--- config.mk ---
export PLATFORM = sky130hd
export DESIGN_NAME = merge2_sync
export DESIGN_NICKNAME = d
export VERILOG_FILES = /design/src/rtl/noc_merge_pkg.sv /design/src/rtl/rr_arb2.sv /design/src/rtl/merge2_sync.sv
export SDC_FILE = /design/constraint.sdc
export NUM_CORES = 1
export LEC_CHECK = 0
export ABC_AREA = 1
export CORE_MARGIN = 2
export CORE_UTILIZATION = 45
export CTS_BUF_LIST = sky130_fd_sc_hd__clkbuf_8
export DETAILED_ROUTE_END_ITERATION = 10
export MAX_ROUTING_LAYER = met4
export PLACE_DENSITY_LB_ADDON = 0.2
export SKIP_CTS_REPAIR_TIMING = 1
export SLEW_MARGIN = 20
export SYNTH_ARGS = -nofsm -noshare
export SYNTH_HDL_FRONTEND = slang
export SYNTH_SLANG_ARGS = --single-unit
--- constraint.sdc ---
create_clock -name CLK -period 3.7 [get_ports CLK]
set_input_delay 0.555 -clock CLK [delete_from_list [all_inputs] [get_ports CLK]]
set_output_delay 0.555 -clock CLK [all_outputs]
set_load 0.05 [all_outputs]
--- src/rtl/noc_merge_pkg.sv ---
// noc_merge_pkg: shared types and helpers for the 2:1 NoC flit merge.
//   merge_state_e : packet-level lock state of the merge
//   FLIT_W        : native NoC flit width
//   is_tail()     : tail flag of a native-width flit
package noc_merge_pkg;

  localparam int FLIT_W = 9;

  typedef enum logic [1:0] {
    IDLE  = 2'd0,
    LOCK0 = 2'd1,
    LOCK1 = 2'd2
  } merge_state_e;

  function automatic logic is_tail(input logic [FLIT_W-1:0] flit);
    return flit[FLIT_W-1];
  endfunction

endpackage

--- src/rtl/rr_arb2.sv ---
// rr_arb2: combinational 2-way round-robin arbiter with packet lock.
//   req[1:0] : request per input (input valid)
//   ptr      : input preferred when both request
//   lock     : a packet is in progress; grant is pinned to lock_id
//   lock_id  : input that owns the packet in progress
//   gnt[1:0] : one-hot (or zero) grant
module rr_arb2 (
  input  logic [1:0] req,
  input  logic       ptr,
  input  logic       lock,
  input  logic       lock_id,
  output logic [1:0] gnt
);

  always_comb begin
    gnt = 2'b00;
    if (lock) begin
      // Pinned even when the owner has no flit, so packets never interleave.
      gnt = lock_id ? 2'b10 : 2'b01;
    end else begin
      case (req)
        2'b01:   gnt = 2'b01;
        2'b10:   gnt = 2'b10;
        2'b11:   gnt = ptr ? 2'b10 : 2'b01;
        default: gnt = 2'b00;
      endcase
    end
  end

endmodule

--- src/rtl/merge2_sync.sv ---
// merge2_sync: clocked 2:1 packet merge with round-robin packet arbitration.
//   CLK, _RESET          : clock, asynchronous active-low reset
//   in0_* / in1_*        : valid/ready flit inputs from the two sources
//   out_data, out_sel    : registered merged flit and its source index
//   out_valid, out_ready : output handshake
// A packet that wins the output keeps it until its tail flit is accepted.
//
// state | meaning
// IDLE  | no packet in progress, arbitrate per rr_ptr
// LOCK0 | packet from in0 in progress, only in0 may transfer
// LOCK1 | packet from in1 in progress, only in1 may transfer
module merge2_sync
  import noc_merge_pkg::*;
#(
  parameter int W        = FLIT_W,
  parameter int TAIL_BIT = W - 1,
  parameter bit RR_INIT  = 1'b0
) (
  input  logic         CLK,
  input  logic         _RESET,
  input  logic [W-1:0] in0_data,
  input  logic         in0_valid,
  output logic         in0_ready,
  input  logic [W-1:0] in1_data,
  input  logic         in1_valid,
  output logic         in1_ready,
  output logic [W-1:0] out_data,
  output logic         out_sel,
  output logic         out_valid,
  input  logic         out_ready
);

  merge_state_e state_q, state_d;
  logic         rr_ptr_q, rr_ptr_d;
  logic         out_valid_q, out_valid_d;
  logic [W-1:0] out_data_q, out_data_d;
  logic         out_sel_q, out_sel_d;

  logic [1:0]   gnt;
  logic         space;
  logic         xfer0, xfer1, xfer, xfer_id, xfer_tail;
  logic [W-1:0] xfer_data;

  rr_arb2 u_arb (
    .req     ({in1_valid, in0_valid}),
    .ptr     (rr_ptr_q),
    .lock    (state_q != IDLE),
    .lock_id (state_q == LOCK1),
    .gnt     (gnt)
  );

  // Output register can take a flit when empty or draining this cycle.
  assign space = !out_valid_q || out_ready;

  // Gating with _RESET keeps both readies low for the whole reset pulse,
  // not just after the first edge.
  assign in0_ready = gnt[0] && space && _RESET;
  assign in1_ready = gnt[1] && space && _RESET;

  assign xfer0     = in0_valid && in0_ready;
  assign xfer1     = in1_valid && in1_ready;
  assign xfer      = xfer0 || xfer1;
  assign xfer_id   = xfer1;
  assign xfer_data = xfer1 ? in1_data : in0_data;
  assign xfer_tail = xfer_data[TAIL_BIT];

  always_comb begin
    state_d     = state_q;
    rr_ptr_d    = rr_ptr_q;
    out_valid_d = out_valid_q;
    out_data_d  = out_data_q;
    out_sel_d   = out_sel_q;
    if (xfer) begin
      out_valid_d = 1'b1;
      out_data_d  = xfer_data;
      out_sel_d   = xfer_id;
      if (xfer_tail) begin
        state_d  = IDLE;
        rr_ptr_d = ~xfer_id;
      end else begin
        state_d = xfer_id ? LOCK1 : LOCK0;
      end
    end else if (out_ready) begin
      out_valid_d = 1'b0;
    end
  end

  always_ff @(posedge CLK or negedge _RESET) begin
    if (!_RESET) begin
      state_q     <= IDLE;
      rr_ptr_q    <= RR_INIT;
      out_valid_q <= 1'b0;
      out_data_q  <= '0;
      out_sel_q   <= 1'b0;
    end else begin
      state_q     <= state_d;
      rr_ptr_q    <= rr_ptr_d;
      out_valid_q <= out_valid_d;
      out_data_q  <= out_data_d;
      out_sel_q   <= out_sel_d;
    end
  end

  assign out_valid = out_valid_q;
  assign out_data  = out_data_q;
  assign out_sel   = out_sel_q;

endmodule

==> impl_metrics.tcl <==
set metrics [dict create \
    tightest_slew_ps 540 \
    yosys.area.top_type "dfrtp_1" \
    worstHoldPathType "reg -> reg" \
    port-buffer-count 35 \
    io_pins 36 \
    reg2reg_slack_ps 1610 \
    final_nets 153 \
    max_freq_mhz 360 \
    power.density_nw_per_um2 812 \
    leakagePower_uw 0.000610 \
    met2_usage_pct 32.8 \
    grt_max_degree 21 \
    hpwl_um 1400 \
    ir_drop_mv 0.442 \
    vias 724 \
    whs_ps 475 \
    routedWlPerCell_um 12.5 \
    skew_ps 2.12 \
    std_cell_rows 15 \
    cts_root_buffer "clkbuf_8" \
    cp_cell_sequence "clkdlybuf4s50_1 > inv_1 > nand2_2 > nand2_2 > nor2_4 > and2_1 > clkdlybuf4s50_1" \
    fp.coreArea_um2 1690 \
    clkLatencyLatePin_ps 240 \
    hold_viol 0 \
    period_minus_slack_ps 2780 \
    max_slew_margin_pct 63.9 \
    grt_use_total_pct 19.8 \
    syn-num-nets 116 \
    synth_top_area_share_pct 44.4 \
    drive_gt1_share_pct 14.8 \
    antenna_cells 0 \
    grtUsageMet3_pct 6.35 \
    reg2reg_depth 8 \
    maxCapViolations 0 \
    setup-tns-final_ps 0 \
    fp.dieW_um 45.9 \
    critical_path_class "in -> out" \
    ys_seq_area_share_pct 44.4 \
    path_clk_slew_ps 50 \
    overflow 0 \
    cts_sinks 14 \
    arrival_ps 2220 \
    cp.required_ps 3140 \
    crit_path_top_delay_cell "clkdlybuf4s50_1" \
    via_per_inst 4.99 \
    tritoncts "done" \
    antenna_found_initial 0 \
    grt_pass1_vias 689 \
    end_kind "primary output" \
    grt_pass1_wl_um 2860 \
    syn-cell-area_um2 790 \
    status "completed" \
    final_antenna_net_count 0 \
    regToRegStartpoint "out_valid" \
    postLayoutCoreUtil_pct 69.0 \
    drv_slew 0 \
    drc 0 \
    synth_area_leaders "dfrtp_1, nand2_1, o211ai_2, inv_1, buf_6" \
    rsz0062_at_grt "no" \
    cts_made_buffers 3 \
    clockBufferDepth 2 \
    drt_wl_total_um 1810 \
    syn-instance-count 93 \
    ys_types 15 \
    drt_iter0_markers 7 \
    synth-warning-count 0 \
    power_uw 946 \
    reg2reg_to "state_q[0]" \
    synth.avg_cell_area_um2 8.49 \
    cp_max_fo 3 \
    place_congestion 0.731 \
    setup.worst_path.start_class "input port" \
    max_stage_delay_ps 790 \
    hp-start "out_sel" \
    die_area_um2 2110 \
    areaGrowthSynthToFinish_pct 47.5 \
    start_util_pct 46.7 \
    top_usage_layer "met2" \
    ys_seq_elements 14 \
    min_to "out_sel" \
    drt_pre_antenna_iters 6 \
    setup_viol 0 \
    h-tree-depth 1 \
    whs_path_depth 2 \
    fp.dieH_um 45.9 \
    use_met1_pct 23.1 \
    finalCritPeriodShare_pct 75.0 \
]
## critical path, delay by kind of cell
kind | cells | cell delay (ps)
buf+inv | 3 | 1290
simple gates | 4 | 380
## final cells by class
type	instances	area, um2
fill	161	524
timing repair buffer	36	358
sequential	14	350
multi-input combinational	59	334
inverter	16	60.1
clock buffer	3	41.3
tap	17	21.3
## routing by layer
layer  share of wire [%]  routed length, um  vias to the layer above
met3                 6.3                114                        2
met4                0.77                 14                        0
met1                  41                738                      340
met2                  52                941                       21
li1                    -                  -                      361
met5                   0                  0                        -
## sequential cells by signal, summed over array words and instances (netlist names)
signal	flops
out_data	9
state_q	2
out_valid	1
rr_ptr_q	1
out_sel	1
## stage by stage
| stage | area (um2) | std cells | worst slack [ps] |
|---|---|---|---|
| floorplan | 790 | 93 | 1580 |
| global placement | 1120 | 142 | 933 |
| detailed placement | 1120 | 142 | 925 |
| CTS | 1160 | 145 | 915 |
| global route | 1160 | 145 | 848 |
| finish | 1160 | 145 | 924 |
## where the power goes
part           internal (uW)  switching [uW]
Combinational            186             367
Clock                   72.0            52.5
Sequential               226            43.3
## synth_stat cells
| master | count |
|---|---|
| a21oi_1 | 1 |
| and2_1 | 1 |
| buf_6 | 4 |
| dfrtp_1 | 14 |
| inv_1 | 15 |
| inv_2 | 1 |
| nand2_1 | 36 |
| nand2_2 | 3 |
| nand3_1 | 3 |
| nand3_2 | 2 |
| nand4_1 | 2 |
| nor2_4 | 1 |
| o211ai_2 | 8 |
| o21ai_0 | 1 |
| o21ai_1 | 1 |
## worst max path at each step
stage               startpoint   endpoint
finish               out_ready  in1_ready
global route         out_ready  in1_ready
CTS                  out_ready  in1_ready
detailed placement   out_ready  in1_ready
global placement     out_ready  in1_ready
floorplan            out_valid  in0_ready
## cells in the final DEF (no fill, tap or decap), types with 2 or more instances in the layout
| master | instances |
|---|---|
| clkbuf_8 | 3 |
| clkdlybuf4s50_1 | 35 |
| dfrtp_1 | 14 |
| inv_1 | 15 |
| nand2_1 | 36 |
| nand2_2 | 3 |
| nand3_1 | 3 |
| nand3_2 | 2 |
| nand4_1 | 2 |
| o211ai_2 | 8 |
## cells by family (layout without fill, tap and decap cells)
kind of cell,after synthesis,after routing,synth area share [%]
flip-flops,14,14,44.4
AND/OR/NAND/NOR,48,48,27.7
AO/OA/AOI/OAI,11,11,14.6
buffers and inverters,20,55,13.3
(Power assumes the default switching activity.)
